--- config.mk ---
export PLATFORM = sky130hd
export DESIGN_NAME = led_pattern_sequencer
export DESIGN_NICKNAME = d
export VERILOG_FILES = /design/src/rtl/led_pattern_sequencer.sv
export SDC_FILE = /design/constraint.sdc
export NUM_CORES = 1
export LEC_CHECK = 0
export CORE_MARGIN = 4
export CORE_UTILIZATION = 57
export DETAILED_ROUTE_END_ITERATION = 16
export GPL_TIMING_DRIVEN = 0
export HOLD_SLACK_MARGIN = 0.02
export PLACE_DENSITY = 0.87
export SETUP_SLACK_MARGIN = 0.1
export SYNTH_ARGS = -nofsm -noshare
export SYNTH_HDL_FRONTEND = slang
export SYNTH_SLANG_ARGS = --single-unit
--- constraint.sdc ---
create_clock -name CLK -period 3.8 [get_ports CLK]
set_clock_uncertainty 0.2 [all_clocks]
set_input_delay 0.57 -clock CLK [delete_from_list [all_inputs] [get_ports CLK]]
set_output_delay 0.57 -clock CLK [all_outputs]
set_load 0.05 [all_outputs]
--- src/rtl/led_pattern_sequencer.sv ---
// Running-light controller for the 8-LED display: synchronises and debounces the
// speed switches and mode button, times the step tick and sequences four patterns.
module led_pattern_sequencer #(
  parameter int unsigned     CNT_W      = 32,
  parameter int unsigned     DEB_CYCLES = 500000,
  parameter logic [CNT_W-1:0] PERIOD_DEF = 32'd15000000,
  parameter logic [CNT_W-1:0] PERIOD_SW0 = 32'd30000000,
  parameter logic [CNT_W-1:0] PERIOD_SW1 = 32'd5000000,
  parameter logic [CNT_W-1:0] PERIOD_SW2 = 32'd4000000,
  parameter logic [CNT_W-1:0] PERIOD_SW3 = 32'd3000000
) (
  input  logic       CLK,
  input  logic       RST_N,
  input  logic [3:0] SW,
  input  logic       BTN_N,
  output logic [7:0] LED,
  output logic [1:0] MODE,
  output logic       TICK
);

  localparam int unsigned      DEB_W   = (DEB_CYCLES > 32'd1) ? $clog2(DEB_CYCLES) : 1;
  localparam logic [DEB_W-1:0] DEB_MAX = DEB_W'(DEB_CYCLES - 32'd1);
  localparam logic             DIR_LEFT  = 1'b0;
  localparam logic             DIR_RIGHT = 1'b1;

  typedef enum logic [1:0] {
    MODE_SHL    = 2'd0,
    MODE_SHR    = 2'd1,
    MODE_BOUNCE = 2'd2,
    MODE_FILL   = 2'd3
  } mode_t;

  logic [4:0]       raw_s;
  logic [4:0]       meta_r;
  logic [4:0]       sync_r;
  logic [4:0]       deb_r;
  logic [DEB_W-1:0] deb_cnt_r [5];
  logic             btn_deb_d_r;
  logic             btn_fall_s;
  logic             pending_r;
  logic [CNT_W-1:0] presc_r;
  logic [CNT_W-1:0] period_r;
  logic [CNT_W-1:0] presc_nxt_s;
  logic [CNT_W-1:0] period_nxt_s;
  logic [CNT_W-1:0] period_sel_s;
  logic             tick_r;
  mode_t            mode_r;
  mode_t            mode_nxt_s;
  logic [7:0]       led_r;
  logic [7:0]       led_nxt_s;
  logic             dir_r;
  logic             dir_nxt_s;

  function automatic logic [7:0] start_led(input mode_t m);
    case (m)
      MODE_SHL:    start_led = 8'h01;
      MODE_SHR:    start_led = 8'h80;
      MODE_BOUNCE: start_led = 8'h01;
      MODE_FILL:   start_led = 8'h00;
      default:     start_led = 8'h01;
    endcase
  endfunction

  assign raw_s      = {BTN_N, SW};
  assign btn_fall_s = btn_deb_d_r & ~deb_r[4];

  // Two-flop synchronisers, reset to the released (high) level.
  always_ff @(posedge CLK or negedge RST_N) begin
    if (!RST_N) begin
      meta_r <= 5'h1F;
      sync_r <= 5'h1F;
    end else begin
      meta_r <= raw_s;
      sync_r <= meta_r;
    end
  end

  // Per-input debounce: accept a new level only after DEB_CYCLES mismatching cycles.
  always_ff @(posedge CLK or negedge RST_N) begin
    if (!RST_N) begin
      deb_r       <= 5'h1F;
      btn_deb_d_r <= 1'b1;
      for (int i = 0; i < 5; i++) begin
        deb_cnt_r[i] <= {DEB_W{1'b0}};
      end
    end else begin
      btn_deb_d_r <= deb_r[4];
      for (int i = 0; i < 5; i++) begin
        if (sync_r[i] == deb_r[i]) begin
          deb_cnt_r[i] <= {DEB_W{1'b0}};
        end else if (deb_cnt_r[i] == DEB_MAX) begin
          deb_r[i]     <= sync_r[i];
          deb_cnt_r[i] <= {DEB_W{1'b0}};
        end else begin
          deb_cnt_r[i] <= deb_cnt_r[i] + 1'b1;
        end
      end
    end
  end

  // Step period selection; highest-numbered active (low) switch wins.
  always_comb begin
    period_sel_s = PERIOD_DEF;
    if (!deb_r[3]) begin
      period_sel_s = PERIOD_SW3;
    end else if (!deb_r[2]) begin
      period_sel_s = PERIOD_SW2;
    end else if (!deb_r[1]) begin
      period_sel_s = PERIOD_SW1;
    end else if (!deb_r[0]) begin
      period_sel_s = PERIOD_SW0;
    end else begin
      period_sel_s = PERIOD_DEF;
    end
  end

  // Prescaler next state; the period is relatched only at a tick.
  always_comb begin
    presc_nxt_s  = presc_r + 1'b1;
    period_nxt_s = period_r;
    if (tick_r) begin
      presc_nxt_s  = {CNT_W{1'b0}};
      period_nxt_s = period_sel_s;
    end else begin
      presc_nxt_s  = presc_r + 1'b1;
      period_nxt_s = period_r;
    end
  end

  // TICK is registered from the next-state compare so it marks presc_r >= period_r.
  always_ff @(posedge CLK or negedge RST_N) begin
    if (!RST_N) begin
      presc_r  <= {CNT_W{1'b0}};
      period_r <= PERIOD_DEF;
      tick_r   <= 1'b0;
    end else begin
      presc_r  <= presc_nxt_s;
      period_r <= period_nxt_s;
      tick_r   <= (presc_nxt_s >= period_nxt_s);
    end
  end

  // Mode request: a press coinciding with a tick is carried to the following tick.
  always_ff @(posedge CLK or negedge RST_N) begin
    if (!RST_N) begin
      pending_r <= 1'b0;
    end else if (tick_r) begin
      pending_r <= btn_fall_s;
    end else if (btn_fall_s) begin
      pending_r <= 1'b1;
    end else begin
      pending_r <= pending_r;
    end
  end

  // Pattern sequencer next state; non-one-hot values recover to the mode start.
  always_comb begin
    mode_nxt_s = mode_r;
    led_nxt_s  = led_r;
    dir_nxt_s  = dir_r;
    if (tick_r && pending_r) begin
      mode_nxt_s = mode_t'(mode_r + 2'd1);
      led_nxt_s  = start_led(mode_nxt_s);
      dir_nxt_s  = DIR_LEFT;
    end else if (tick_r) begin
      case (mode_r)
        MODE_SHL: begin
          if (!$onehot(led_r) || (led_r == 8'h80)) begin
            led_nxt_s = 8'h01;
          end else begin
            led_nxt_s = led_r << 1;
          end
        end
        MODE_SHR: begin
          if (!$onehot(led_r) || (led_r == 8'h01)) begin
            led_nxt_s = 8'h80;
          end else begin
            led_nxt_s = led_r >> 1;
          end
        end
        MODE_BOUNCE: begin
          if (!$onehot(led_r)) begin
            led_nxt_s = 8'h01;
            dir_nxt_s = DIR_LEFT;
          end else if (dir_r == DIR_LEFT) begin
            if (led_r == 8'h80) begin
              led_nxt_s = 8'h40;
              dir_nxt_s = DIR_RIGHT;
            end else begin
              led_nxt_s = led_r << 1;
            end
          end else begin
            if (led_r == 8'h01) begin
              led_nxt_s = 8'h02;
              dir_nxt_s = DIR_LEFT;
            end else begin
              led_nxt_s = led_r >> 1;
            end
          end
        end
        MODE_FILL: begin
          if (led_r == 8'hFF) begin
            led_nxt_s = 8'h00;
          end else begin
            led_nxt_s = {led_r[6:0], 1'b1};
          end
        end
        default: begin
          led_nxt_s = 8'h01;
          dir_nxt_s = DIR_LEFT;
        end
      endcase
    end else begin
      mode_nxt_s = mode_r;
      led_nxt_s  = led_r;
      dir_nxt_s  = dir_r;
    end
  end

  // Pattern state register.
  always_ff @(posedge CLK or negedge RST_N) begin
    if (!RST_N) begin
      mode_r <= MODE_SHL;
      led_r  <= 8'h01;
      dir_r  <= DIR_LEFT;
    end else begin
      mode_r <= mode_nxt_s;
      led_r  <= led_nxt_s;
      dir_r  <= dir_nxt_s;
    end
  end

  assign LED  = led_r;
  assign MODE = mode_r;
  assign TICK = tick_r;

endmodule

Word level (Yosys, flattened, before mapping)
Index checks and enable logic that the tools add are counted.
{"block": "totals", "elab_cells": 114, "ff_bits": 188}
{"block": "classes", "n_addsub": 14, "eq_ne": 20, "magnitude_cmp": 1, "n_reduce_logical": 16, "n_mux": 36, "n_bitwise": 7}
{"op": "$mux W19", "n": 10}
{"op": "$mux W25", "n": 4}
{"op": "$add A19 B1 Y19 const B", "n": 5}
{"op": "$eq A19 B19 Y1 const B", "n": 5}
{"op": "$mux W32", "n": 2}
{"op": "$mux W8", "n": 8}
{"op": "$add A32 B1 Y32 const B", "n": 1}
{"op": "$ge A32 B32 Y1", "n": 1}
{"op": "$pmux W8 S4", "n": 1}
{"op": "$pmux W8 S3", "n": 1}
{"op": "$eq A8 B8 Y1 const B", "n": 2}
{"op": "$reduce_and A2 Y1", "n": 6}
{"op": "$mux W1", "n": 9}
{"op": "$add A1 B1 Y2", "n": 4}
{"op": "$eq A2 B2 Y1 const B", "n": 4}
{"op": "$eq A8 B1 Y1 const B", "n": 1}
{"op": "$mux W7", "n": 1}
{"op": "$add A2 B2 Y3", "n": 2}
{"op": "$not A1 Y1", "n": 6}
{"op": "$reduce_bool A2 Y1", "n": 3}
{"op": "$eq A1 B1 Y1", "n": 5}
{"op": "$add A3 B3 Y4", "n": 1}
{"op": "$eq A2 B1 Y1 const B", "n": 2}
{"op": "$eq A4 B1 Y1 const B", "n": 1}
{"op": "7 further kinds", "n": 9}

Depth between registers and ports, before layout
Gate-level depths: netlist of the first run.
{"block": "logic_depth", "depth_word": 10, "mapped_depth": 13}

Worst setup path before layout of the first run
OpenSTA, ideal clock, no wires.
{"block": "synth_timing", "kind": "register to register", "from": "reg led_r[1], in the netlist LED[1]", "to": "reg led_r[0], in the netlist LED[0]", "arrival_ns": 4.033, "n_path_buf": 0, "stages_incl_launch_ff": 14, "path_slack_ns": -0.535, "setup_ns": 0.103, "path_cell_list": "dfrtp_1 inv_1 fa_1 fa_1 fa_1 inv_1 ha_1 inv_1 fa_1 and4b_1 a21oi_1 nor3_1 o311ai_0 o221ai_1"}
{"block": "synth_via", "elab_chain_len": 10}
{"element": "start, declared", "line": "49", "text": "logic [7:0] led_r;"}
{"element": "start signal, assigned", "line": "228", "text": "led_r <= led_nxt_s;"}
{"element": "$add A1 B1 Y2 (implied by the code)", "line": "168, 175, 182"}
{"element": "$add A2 B2 Y3 (implied by the code)", "line": "168, 175, 182"}
{"element": "$add A3 B3 Y4 (implied by the code)", "line": "168, 175, 182"}
{"element": "$eq A4 B1 Y1", "line": "168, 175, 182"}
{"element": "$logic_not A1 Y1"}
{"element": "$logic_or A1 B1 Y1, on equally long branches", "line": "175, 168"}
{"element": "$mux W8, on equally long branches", "line": "175, 168"}
{"element": "$pmux W8 S4 *", "line": "166", "text": "case (mode_r)"}
{"element": "$mux W8 *", "line": "165", "text": "end else if (tick_r) begin"}
{"element": "$mux W8 *", "line": "161", "text": "if (tick_r && pending_r) begin"}
Mark *: on every way between the ends. The rest lies on a longest branch, timed or not. The select of a mux whose other input is x is not followed.
A chain may end at the register's enable or synchronous reset.

Final worst setup path of the first run
{"block": "layout_timing", "from": "reg led_r[0], in the netlist LED[0]", "to": "reg led_r[0], in the netlist LED[0]"}
Same word-level chain as after synthesis.

==> out/metrics.csv, run 1 <==
metric;value;unit
die height;138.3;µm
Core Rows;47;
dominant cell by count in the synthesized netlist;nor2_1;
PD cells;359.8;nW/µm²
Crit path top cell by count;fa_1;
FF-to-FF End;LED[0]$_DFFE_PN1P_;
Hold Path Class;flip-flop to flip-flop;
post-detail-place hpwl;13.53;mm
Synth area leaders;dfrtp_1 (42%), dfstp_2 (7.3%), nor2_1 (6.4%);
Filler Cell Count;1197;
P_sw;889.8;µW
initial antenna violation count;0;
Final WS setup;-0.2642;ns
top cells by count, synth;nor2_1 (164), dfrtp_1 (161), nand2_1 (75);
initial detailed-routing violation count;507;
Syn. warnings;0;
Comb power frac;0.025;
Seq cells post-synth;188;
LEAKAGE;4.955;nW
top_reg_cell synth;dfrtp_1;
Switching Fraction;0.2255;
Clock Sinks;188;
crit path DAT;4.20;ns
RSZ-0062 raised after global routing;true;
Syn Inst Count;995;
dpl cells;1233;
ys async rst share;1.000;
status;finished, violations left;
r2r startpoint;LED[0]$_DFFE_PN1P_;
CP endpoint kind;flip-flop;
number of global-route vias before repair;7270;
Max-Cap Viols;0;
Antenna Nets Post-Route;0;
Nets;1099;
pre-CTS WS;-0.3620;ns
n_diodes;0;
failing checks;setup timing;
Worst EP required;3.94;ns
CTS tree;built;
H-tree depth;4;
fin crit period;4.064;ns
DRC violations left;0;
Hold Violations, Final;0;
sequential cell area fraction in the yosys report;0.4894;
Final Cell Area;10970;µm²
Peak supply drop;0.3451;mV
GRT Total Usage;0.2144;
Worst Hold End;sync_r[4]$_DFF_PN1_;
Pint;3.057;mW
Slew @ Worst Pin;0.7742;ns
Post-synth EDFFs;0;
final worst-path cycle share;1.070;
via count;7368;
Crit path max-delay family;adder cells;
cell area after synthesis;9682;µm²
Max stage delay cell, worst path;dfstp_4;
WL/cell;15.75;µm
Slew Limit Fails;0;
crit path cell chain;inv_4 -> fa_1 -> fa_1 -> fa_1 -> inv_2 -> ha_4 -> inv_2 -> fa_2 -> and4b_2 -> a21oi_4 -> nor3_1 -> o311ai_2 -> o221ai_1;
DP Area;10180;µm²
largest net degree at the start of global routing;105;
critical path class;flip-flop to flip-flop;
Core ar.;16640;µm²
total gr overflow;0;
Inserted Clock Buffers;17;
Die ar.;19140;µm²
Clock Tree Root;clkbuf_16;
drt first pass iters;5;
io pins;18;
vias per cell;5.788;
reg-to-reg setup timing slack;-0.26;ns
WP buf/inv;3;
Area growth, synth to finish;13.31;%
Non-Filler Instances;1273;
top-area cell type share of the netlist area;0.4161;
placer congestion estimate;0.8541;
clock power share;0.458;
worst skew pair latency;0.43;ns
Post-Route WL;20.05;mm
Startpoint Class;flip-flop;
Sequential Power Share;0.517;
Final setup violation count;9;
hold path depth;0;
slew margin rel.;0.4791;
CP max stage delay;0.64;ns
syn_nets;1054;
hold wc startpoint;meta_r[4]$_DFF_PN1_;
Die Width;138.3;µm
worst reg2reg path depth;13;
Syn Area/Cell;9.730;µm²
Max clock buf depth;2;
maximum clock rate;0.2461;GHz
starting density of the core;0.5818;
Port Buffers;17;
post-synthesis cell type with the largest combined area;dfrtp_1;
layout cells sized above 1;0.1311;
Clk pin slew, worst setup/hold paths;0.07;ns
synth unique cells;63;
CP Max Fanout;6;
first-pass GRT wire length;34.45;mm
## worst max path at each step
stage | startpoint | end | cells after the start
floorplan | LED[0]$_DFFE_PN1P_ | LED[0]$_DFFE_PN1P_ | 13
global placement | RST_N | LED[3]$_DFFE_PN0P_ | 1
detailed placement | LED[0]$_DFFE_PN1P_ | LED[5]$_DFFE_PN0P_ | 13
CTS | LED[0]$_DFFE_PN1P_ | LED[0]$_DFFE_PN1P_ | 13
global route | LED[0]$_DFFE_PN1P_ | LED[1]$_DFFE_PN0P_ | 14
finish | LED[0]$_DFFE_PN1P_ | LED[0]$_DFFE_PN1P_ | 13
## layer usage
layer  vias to the layer above  share of wire  GRT usage
met3                        54          0.055    0.04385
met4                         0          0.023    0.07124
met5                         -              0          0
met1                      3577           0.43     0.2831
met2                       267           0.49     0.3571
li1                       3470              -          -
## layout by cell type, fill, tap and decap left out, types with 7 or more instances in the layout
master | synthesis | routed
nor2_1 | 164 | 164
dfrtp_1 | 161 | 159
nand2_1 | 75 | 74
inv_1 | 69 | 65
xnor2_1 | 65 | 65
nand3_1 | 54 | 54
xor2_1 | 51 | 51
ha_1 | 48 | 47
a21oi_1 | 31 | 30
nand4_1 | 27 | 27
dfstp_2 | 27 | 26
o21ai_0 | 24 | 20
nor3_1 | 23 | 19
clkbuf_16 | 0 | 17
clkdlybuf4s50_1 | 0 | 16
and3_1 | 16 | 15
buf_2 | 14 | 14
nor4_1 | 14 | 14
and4_1 | 12 | 12
nor2b_1 | 10 | 10
a21o_1 | 8 | 7
or3_1 | 7 | 7
or2_2 | 7 | 7
buf_4 | 1 | 7
## what timing repair did
item,in CTS,in global routing
pin swaps,10,3
hold endpoints to repair,73,0
hold buffers,1,0
resized for setup,13,23
endpoints found under the setup margin,9,10
buffers inserted,5,2
## power groups by stage
stage | Combinational (mW) | Sequential [mW] | Clock (mW)
floorplan | 0.0410 | 2.07 | 0
global placement | 0.0934 | 2.08 | 0
detailed placement | 0.0994 | 2.08 | 0
CTS | 0.103 | 2.04 | 1.83
global route | 0.115 | 2.04 | 1.93
finish | 0.0979 | 2.04 | 1.81
## cell families (layout without fill, tap and decap cells)
logic type,Yosys count,in the layout,synth area share
and+or+nand+nor,436,436,0.2224
DFF,188,188,0.4894
xor gates and xnor gates,116,116,0.1049
AOI/OAI and AO/OA,99,99,0.06423
buffers and inverters,98,156,0.04187
adders and majority gates,52,52,0.07030
muxes,6,6,0.006849
## flip-flops by register name, indices dropped and copies added (netlist names)
signal       count
deb_cnt_r       95
period_r        32
presc_r         32
LED              8
deb_r            5
meta_r           5
sync_r           5
MODE             2
TICK             1
btn_deb_d_r      1
dir_r            1
pending_r        1
## layout make-up
type,count,area [µm²],share of cell area
Tap cell,220,275.3,0.02509
Clock buffer,18,439.2,0.04003
Sequential cell,188,4745,0.4325
Timing Repair Buffer,26,269.0,0.02452
Multi-Input combinational cell,709,4666,0.4253
Buffer,29,152.6,0.01391
Clock inverter,14,162.7,0.01483
Inverter,69,261.5,0.02384
## per-stage QoR
stage / hold slack [ns] / setup TNS (ns) / power, mW / utilization
finish: 0.1566 / -2.049 / 3.947 / 0.6592
global route: 0.1604 / -2.930 / 4.088 / 0.6592
CTS: 0.1565 / -1.865 / 3.974 / 0.6544
detailed placement: 0.1472 / -2.831 / 2.176 / 0.6120
global placement: 0.1469 / -975.67 / 2.170 / 0.6100
floorplan: 0.07441 / -1.489 / 2.115 / -
Note: power is estimated with default switching activity, not from simulation.
==> run 2: changes to the inputs <==
--- a/config.mk
+++ b/config.mk
@@ -5,8 +5,9 @@
 export SDC_FILE = /design/constraint.sdc
 export NUM_CORES = 1
 export LEC_CHECK = 0
-export CORE_MARGIN = 4
-export CORE_UTILIZATION = 57
+export CELL_PAD_IN_SITES_DETAIL_PLACEMENT = 0
+export CELL_PAD_IN_SITES_GLOBAL_PLACEMENT = 1
+export CORE_UTILIZATION = 45
 export DETAILED_ROUTE_END_ITERATION = 16
 export GPL_TIMING_DRIVEN = 0
 export HOLD_SLACK_MARGIN = 0.02
==> run 2 against run 1 <==
  * The run ends with hold timing, setup timing left
  * Utilization shrank 14 points
  * Combinational power shrank 0.7%
  * Via count shrank 5.7%
  * First-iteration DRC count shrank 28%
  * Final area grew 0.55%
  * Hold slack lost 0.19 ns
  * Register-to-register slack lost 0.06 ns
==> out/metrics.csv, run 2 (synthesized netlist as in run 1, its figures left out) <==
metric;value;unit
Core ar.;21090;µm²
PD cells;357.4;nW/µm²
worst hold slack;-0.03415;ns
RSZ-0062 raised after global routing;true;
initial detailed-routing violation count;367;
Core Rows;53;
register area;4745;µm²
n_diodes;0;
Antenna Nets Post-Route;0;
LEAKAGE;4.945;nW
Crit path max-delay family;adder cells;
Hold-fix buffers, CTS;0;
most frequent cells in the layout;nor2_1 (163), dfrtp_1 (159), nand2_1 (74);
crit path cell chain;inv_4 -> fa_1 -> fa_1 -> fa_1 -> inv_1 -> ha_2 -> inv_2 -> fa_2 -> and4b_2 -> a21oi_4 -> buf_4 -> a21oi_2 -> o21ai_1 -> o221ai_2;
die height;148.7;µm
fin crit period;4.120;ns
worst skew pair latency;0.43;ns
crit path DAT;4.22;ns
CP max stage delay;0.63;ns
H-tree depth;4;
Switching Fraction;0.2256;
slew margin rel.;0.4212;
Slew @ Worst Pin;0.8682;ns
Sequential Power Share;0.517;
CP endpoint kind;flip-flop;
Slew Limit Fails;0;
io pins;18;
Pint;3.053;mW
layout cells sized above 1;0.1350;
Max clock buf depth;2;
multi-input gate area in the final layout;4673;µm²
largest net degree at the start of global routing;110;
failing checks;hold timing, setup timing;
final core occ;0.5231;
drt first pass iters;5;
maximum clock rate;0.2427;GHz
critical path class;flip-flop to flip-flop;
Clk pin slew, worst setup/hold paths;0.08;ns
dpl cells;1288;
total gr overflow;0;
Nets;1098;
Final WS setup;-0.3200;ns
Comb power frac;0.025;
Clock Sinks;188;
Inserted Clock Buffers;17;
Port Buffers;17;
Post-Route WL;19.09;mm
max FFs per register;95;
Hold Path Class;primary input to async pin;
final worst-path cycle share;1.084;
Die Width;148.7;µm
P_sw;889.2;µW
Crit path top cell by count;fa_1;
Regs by FF count;deb_cnt_r x95, period_r x32, presc_r x32;
WP buf/inv;4;
sum of negative setup slack;-2.346;ns
Max-Cap Viols;0;
Die ar.;22110;µm²
largest register by flop count;deb_cnt_r;
commonest non-fill, non-tap cell in the layout;nor2_1;
first-pass GRT wire length;33.29;mm
DRC violations left;0;
clock power share;0.458;
Filler Cell Count;1891;
CTS tree;built;
status;finished, violations left;
initial antenna violation count;0;
Startpoint Class;flip-flop;
Final setup violation count;9;
post-detail-place hpwl;12.89;mm
Area growth, synth to finish;13.93;%
starting density of the core;0.4591;
Hold Violations, Final;5;
Max stage delay cell, worst path;dfstp_4;
vias per cell;5.237;
WL/cell;14.38;µm
Worst EP required;3.90;ns
CP Max Fanout;6;
Non-Filler Instances;1327;
pre-CTS WS;-0.4015;ns
via count;6949;
Clock Tree Root;clkbuf_16;
GRT Total Usage;0.1885;
number of global-route vias before repair;7060;
Peak supply drop;0.2898;mV
placer congestion estimate;0.8539;
## run 2: cell type report
cell class,instances,share of cell area
Clock inverter,14,0.01418
Tap cell,275,0.03119
Buffer,29,0.01418
Multi-Input combinational cell,709,0.4237
Sequential cell,188,0.4301
Clock buffer,18,0.03981
Timing Repair Buffer,25,0.02314
Inverter,69,0.02371
## run 2: path summary, 6_finish.rpt
path,start,endpoint,slack [ns],cells past startpoint
max,LED[0]$_DFFE_PN1P_,LED[3]$_DFFE_PN0P_,-0.32,14
min,RST_N,deb_cnt_r[69]$_DFF_PN0_,-0.03,1
max reg2reg,LED[0]$_DFFE_PN1P_,LED[3]$_DFFE_PN0P_,-0.32,14
min reg2reg,meta_r[0]$_DFF_PN1_,sync_r[0]$_DFF_PN1_,0.16,0
max in group asynchronous,RST_N,deb_r[2]$_DFFE_PN1P_,2.47,2
min in group CLK,meta_r[0]$_DFF_PN1_,sync_r[0]$_DFF_PN1_,0.16,0
## run 2: worst register-to-register path: stages (launching register included)
cell      delay [ns]
dfstp_4         0.63
inv_4           0.03
fa_1            0.49
fa_1            0.43
fa_1            0.50
inv_1           0.04
ha_2            0.17
inv_2           0.06
fa_2            0.43
and4b_2         0.25
a21oi_4         0.26
buf_4           0.18
a21oi_2         0.03
o21ai_1         0.16
o221ai_2        0.12
## run 2: per-stage QoR
stage	cell area (µm²)	hold WS [ns]	total power [mW]
4_1_cts	10930	0.04655	3.994
6_report	11030	-0.03415	3.942
2_1_floorplan	9707	0.07441	2.115
3_5_place_dp	10250	0.1468	2.179
5_1_grt	11030	0.08209	4.084
3_3_place_gp	10220	0.1463	2.174
## run 2: power groups by stage
| stage | Clock [mW] | Sequential, mW | Combinational (mW) |
|---|---|---|---|
| floorplan | 0 | 2.07 | 0.0410 |
| global placement | 0 | 2.08 | 0.0964 |
| detailed placement | 0 | 2.08 | 0.102 |
| CTS | 1.85 | 2.04 | 0.102 |
| global route | 1.93 | 2.04 | 0.115 |
| finish | 1.81 | 2.04 | 0.0972 |
## run 2: what timing repair did
item,CTS,global route
resized for setup,15,21
pin swaps,6,6
endpoints found under the setup margin,10,10
buffers inserted,5,2
## run 2: metal layers
metal,global-route usage,part of all wire,vias to the layer above
met4,0.06959,0.016,0
met1,0.2504,0.48,3363
met3,0.03773,0.030,26
li1,-,-,3462
met2,0.3044,0.47,98
met5,0,0,-
==> run 3: changes to the inputs <==
--- a/config.mk
+++ b/config.mk
@@ -13,6 +13,7 @@
 export HOLD_SLACK_MARGIN = 0.02
 export PLACE_DENSITY = 0.87
 export SETUP_SLACK_MARGIN = 0.1
+export SLEW_MARGIN = 20
 export SYNTH_ARGS = -nofsm -noshare
 export SYNTH_HDL_FRONTEND = slang
 export SYNTH_SLANG_ARGS = --single-unit
==> constraint.sdc (replaced) <==
create_clock -name CLK -period 3.8 [get_ports CLK]
set_clock_uncertainty 0.2 [all_clocks]
set_input_delay 0.38 -clock CLK [delete_from_list [all_inputs] [get_ports CLK]]
set_output_delay 0.38 -clock CLK [all_outputs]
set_load 0.05 [all_outputs]
==> run 3 against run 2 <==
  * First-iteration DRC count decreased by 5.7%
  * Clock power up 3%
  * Power rose by 1.4%
  * Hold slack improved by 0.18 ns
  * Non-clock buffer count increased by 2
  * Critical endpoint unchanged
  * Largest power group unchanged
  * The run ends with setup timing left
  * Via count rose by 0.40%
  * Die area unchanged
  * Sequential power is essentially flat
  * Sequential share of layout area fell by 0.41 points
  * Combinational power increased by 5%
  * Register-to-register slack gained 0.05 ns
==> out/metrics.csv, run 3 (synthesized netlist as in run 1, its figures left out) <==
metric;value;unit
Antenna Nets Post-Route;0;
Max clock buf depth;2;
pre-CTS WS;-0.3922;ns
Crit path top cell by count;fa_1;
maximum clock rate;0.2455;GHz
worst reg2reg path depth;14;
die height;148.7;µm
Pint;3.063;mW
Hold Path Class;primary input to flip-flop;
dpl cells;1289;
Switching Fraction;0.2338;
CP Max Fanout;6;
Core ar.;21090;µm²
FF-to-FF End;LED[3]$_DFFE_PN0P_;
starting density of the core;0.4591;
Regs by FF count;deb_cnt_r x95, period_r x32, presc_r x32;
worst skew pair latency;0.44;ns
Post-Route WL;18.92;mm
vias per cell;5.250;
post-detail-place hpwl;13.11;mm
DP Area;10280;µm²
status;finished, violations left;
Inserted Clock Buffers;17;
Final setup violation count;9;
Max-Cap Viols;0;
hold path depth;1;
LEAKAGE;4.991;nW
Non-Filler Instances;1329;
DRC violations left;0;
initial antenna violation count;0;
max FFs per register;95;
largest net degree at the start of global routing;81;
reg-to-reg setup timing slack;-0.27;ns
most frequent cells in the layout;nor2_1 (163), dfrtp_1 (159), nand2_1 (74);
Pwr Total;3.997;mW
failing checks;setup timing;
CTS tree;built;
fin crit period;4.073;ns
Die Width;148.7;µm
Core Rows;53;
CP endpoint kind;flip-flop;
r2r startpoint;LED[0]$_DFFE_PN1P_;
Area growth, synth to finish;15.02;%
Filler Cell Count;1899;
io pins;18;
Clk pin slew, worst setup/hold paths;0.08;ns
Clock Tree Root;clkbuf_16;
first-pass GRT wire length;33.13;mm
RSZ-0062 raised after global routing;true;
Hold Violations, Final;0;
CP max stage delay;0.64;ns
final core occ;0.5281;
Sequential Power Share;0.510;
crit path cell chain;inv_4 -> fa_1 -> fa_1 -> fa_1 -> inv_2 -> ha_4 -> inv_2 -> fa_2 -> and4b_2 -> a21oi_4 -> buf_6 -> a21oi_2 -> o21ai_1 -> o221ai_2;
Die ar.;22110;µm²
layout cells sized above 1;0.1366;
WP buf/inv;4;
Final Cell Area;11140;µm²
placer congestion estimate;0.8539;
commonest non-fill, non-tap cell in the layout;nor2_1;
number of global-route vias before repair;6982;
GRT Total Usage;0.1872;
Crit path max-delay family;adder cells;
total gr overflow;0;
Comb power frac;0.026;
Peak supply drop;0.3352;mV
largest register by flop count;deb_cnt_r;
P_sw;934.7;µW
critical path class;flip-flop to flip-flop;
Worst Hold End;meta_r[4]$_DFF_PN1_;
Worst EP required;3.91;ns
Port Buffers;17;
PD cells;359.0;nW/µm²
Clock Sinks;188;
hold wc startpoint;BTN_N;
clock power share;0.464;
H-tree depth;4;
initial detailed-routing violation count;346;
Max stage delay cell, worst path;dfstp_4;
Slew Limit Fails;0;
via count;6977;
slew margin rel.;0.4747;
Nets;1100;
Startpoint Class;flip-flop;
drt first pass iters;4;
Slew @ Worst Pin;0.7808;ns
final worst-path cycle share;1.072;
crit path DAT;4.18;ns
WL/cell;14.24;µm
Final WS setup;-0.2734;ns
n_diodes;0;
run 3: layer usage:
| metal | GRT usage | wire (µm) |
|---|---|---|
| met4 | 0.06237 | 330 |
| met2 | 0.3000 | 9030 |
| met1 | 0.2518 | 8981 |
| met3 | 0.03957 | 581 |
| met5 | 0 | 0 |
run 3: cell type report:
| class | instances | area (µm²) | area share |
|---|---|---|---|
| timing repair buffer | 27 | 296.5 | 0.02663 |
| multi-input combinational | 709 | 4711 | 0.4230 |
| sequential | 188 | 4745 | 0.4261 |
| tap | 275 | 344.1 | 0.03090 |
| clock buffer | 17 | 425.4 | 0.03820 |
| clock inverter | 15 | 196.4 | 0.01764 |
| buffer | 29 | 156.4 | 0.01404 |
| inverter | 69 | 261.5 | 0.02348 |
run 3: worst max-delay path by stage:
stage,from,to,slack (ns),cells past startpoint
final,LED[0]$_DFFE_PN1P_,LED[3]$_DFFE_PN0P_,-0.27,14
after global routing,LED[0]$_DFFE_PN1P_,LED[0]$_DFFE_PN1P_,-0.38,13
after CTS,LED[0]$_DFFE_PN1P_,LED[0]$_DFFE_PN1P_,-0.27,13
after detailed placement,LED[0]$_DFFE_PN1P_,LED[1]$_DFFE_PN0P_,-0.39,13
after global placement,RST_N,LED[1]$_DFFE_PN0P_,-6.41,1
after floorplan,LED[0]$_DFFE_PN1P_,LED[0]$_DFFE_PN1P_,-0.21,13
run 3: power groups by stage:
stage	combinational, mW	clock (mW)	sequential [mW]
floorplan	0.0410	0	2.07
detailed placement	0.105	0	2.08
global placement	0.0964	0	2.08
global route	0.118	1.99	2.04
CTS	0.107	1.91	2.04
finish	0.102	1.86	2.04
run 3: timing repair:
item                                    CTS  global route
buffers inserted                          6             1
pin swaps                                 8             7
hold buffers                              1             0
hold endpoints to repair                104             0
endpoints found under the setup margin   10            10
gates resized for setup                  27            17
gates cloned                              0             0
run 3: per-stage QoR:
| stage | hold WS [ns] | TNS, ns |
|---|---|---|
| floorplan | -0.1156 | -1.489 |
| global placement | 0.1463 | -1005.21 |
| detailed placement | 0.06144 | -3.492 |
| CTS | 0.1266 | -1.702 |
| global route | 0.1278 | -2.675 |
| finish | 0.1459 | -1.871 |
==> RTL change: new RTL, settings of run 2 <==
Set the parameter `CNT_W` to 40 (it was 32).
--- a/src/rtl/led_pattern_sequencer.sv
+++ b/src/rtl/led_pattern_sequencer.sv
@@ -1,7 +1,7 @@
 // Running-light controller for the 8-LED display: synchronises and debounces the
 // speed switches and mode button, times the step tick and sequences four patterns.
 module led_pattern_sequencer #(
-  parameter int unsigned     CNT_W      = 32,
+  parameter int unsigned     CNT_W      = 40,
   parameter int unsigned     DEB_CYCLES = 500000,
   parameter logic [CNT_W-1:0] PERIOD_DEF = 32'd15000000,
   parameter logic [CNT_W-1:0] PERIOD_SW0 = 32'd30000000,
Behaviour: same outputs for any inputs over 10 cycles, from zero or initial values and one cycle with RST_N low; that may be too few to reach the edited logic, so the function may still have changed.
==> RTL change against run 2 <==
- the flow finishes with violations (negative setup slack)
- sequential cell count rose by 16
- cell area increased by 8.2%
- die area increased by 7.0%
- combinational power is 0.6% higher
- worst hold slack improved by 190 ps
- setup slack got worse by 180 ps
- power rose by 11%
- wire length rose by 8.2%
- clock power up 15%
- area after synthesis increased by 7.1%
- critical path type unchanged
- highest routed layer unchanged
==> RTL change: results (changes against run 2) <==
- Outcome: finished, violations left (unchanged)
- Violations in the final reports: negative setup slack (was negative hold slack, negative setup slack).
- Maximum level of the CTS H-tree: 1 (was 4)
* Endpoint of the lowest-slack register-to-register path: LED[1]$_DFFE_PN0P_ (was LED[3]$_DFFE_PN0P_)
- Static Leak: 5.550 nW (was 4.945 nW)
* Total detailed-routing wirelength: 20650 um (was 19090 um)
- Pin slew with the least headroom to its limit: 694.9 ps (was 868.2 ps)
- Most instantiated cells after synthesis: dfrtp_1 (177), nor2_1 (177), nand2_1 (85) (was nor2_1 (164), dfrtp_1 (161), nand2_1 (75))
* Sequential element share of the synthesized area: 0.4955 (was 0.4894)
* First-pass GRT wire length: 35450 um (was 33290 um)
- Half-perimeter wire length after detailed placement: 13950 um (was 12890 um)
- Primary FF master, synth: dfrtp_1 (unchanged)
* Peak supply drop: 0.2314 mV (was 0.2898 mV)
* Top area cells in the synthesized netlist: dfrtp_1 (43%), dfstp_2 (6.8%), ha_1 (6.8%), nor2_1 (6.4%), xnor2_1 (5.3%) (was dfrtp_1 (42%), dfstp_2 (7.3%), nor2_1 (6.4%), ha_1 (6.2%), xnor2_1 (5.9%))
* Area overhead of the layout relative to synthesis: 15.06% (was 13.93%)
* Final RePlAce weighted congestion: 0.8580 (was 0.8539)
* Worst setup slack after layout: -496.4 ps (was -320.0 ps)
- Largest net degree at the start of global routing: 113 (was 110)
- The combinational power share came to 0.022 (was 0.025).
- The final setup violation count was 9 (unchanged).
* Total CTS buffers: 23 (was 17)
* Share of final-layout standard cells stronger than drive strength 1: 0.1334 (was 0.1350)
- The final setup TNS was -3364 ps (was -2346 ps).
- Average via count per standard cell: 5.263 (was 5.237)
* Worst-path clk slew: 60 ps (was 80 ps)
- DRC violation total after the first TritonRoute iteration: 301 (was 367)
- The overall global routing resource usage is 0.1800 (was 0.1885).
- Final Net Count: 1183 (was 1098)
* Final hold violation count: 0 (was 5)
* Skew-Pair Late Insertion Delay: 510 ps (was 430 ps)
- The maximum net fanout on the critical path was 4 (was 6).
- Via count of the first global-routing pass: 7349 (was 7060)
* Class of the worst hold path: reg -> reg (was in -> async)
- The clock tree buffer depth is 3 (was 2).
- Fillcell total: 2041 (was 1891)
* Ant. Diodes: 0 (unchanged)
- The power density relative to cell area was 368.2 nW/um^2 (was 357.4 nW/um^2).
-- RTL change: cell count changes after synthesis, sizes merged, moves of 4 or more --
cell,change
ha,+8
inv,+7
buf,-10
xor2,+9
o21ai,-7
and3,+4
o211ai,+4
or2,+4
nand4,+7
nor3,-4
dfrtp,+16
nor2,+13
nand2,+11
clkbuf,+9
-- RTL change: timing repair --
action                     4_1_cts  5_1_grt
hold buffers                     1        0
pin swaps                        8       13
resized for setup               14       33
setup endpoints to repair       10       10
setup buffers                   10        6
hold endpoints to repair        88        0
-- RTL change: cell type report --
class,count,area (um^2),share of cell area
Timing Repair Buffer,35,332.8,0.02789
Clock buffer,37,688.2,0.05767
Sequential cell,204,5147,0.4314
Inverter,76,291.5,0.02443
Tap cell,285,356.6,0.02988
Clock inverter,4,23.77,0.001992
Multi-Input combinational cell,749,4969,0.4164
Buffer,27,123.9,0.01038
-- RTL change: logic make-up after synthesis --
family | synth area share
AO/OA/AOI/OAI | 0.06503
XOR/XNOR | 0.1039
adder cells (fa/ha/maj) | 0.07528
buffers and inverters | 0.03873
flip-flops | 0.4955
multiplexers | 0.007238
AND/OR/NAND/NOR | 0.2144
-- RTL change: through the flow --
step | std cells | hold slack [ps] | setup slack (ps) | area, um^2 | util
after floorplan | 1057 | 74.41 | -472.3 | 10400 | -
after global placement | 1359 | 146.0 | -7403 | 10920 | 0.4825
after detailed placement | 1360 | 148.4 | -801.3 | 10960 | 0.4839
after CTS | 1412 | 152.6 | -437.2 | 11790 | 0.5209
after global routing | 1417 | 153.2 | -610.5 | 11930 | 0.5271
final | 1417 | 151.9 | -496.4 | 11930 | 0.5271
-- RTL change: routing by layer --
metal,wire (um),share of wire,track usage
met1,9869,0.48,0.2517
met2,9610,0.47,0.2924
met3,713,0.035,0.02452
met4,452,0.022,0.05143
met5,0,0,0
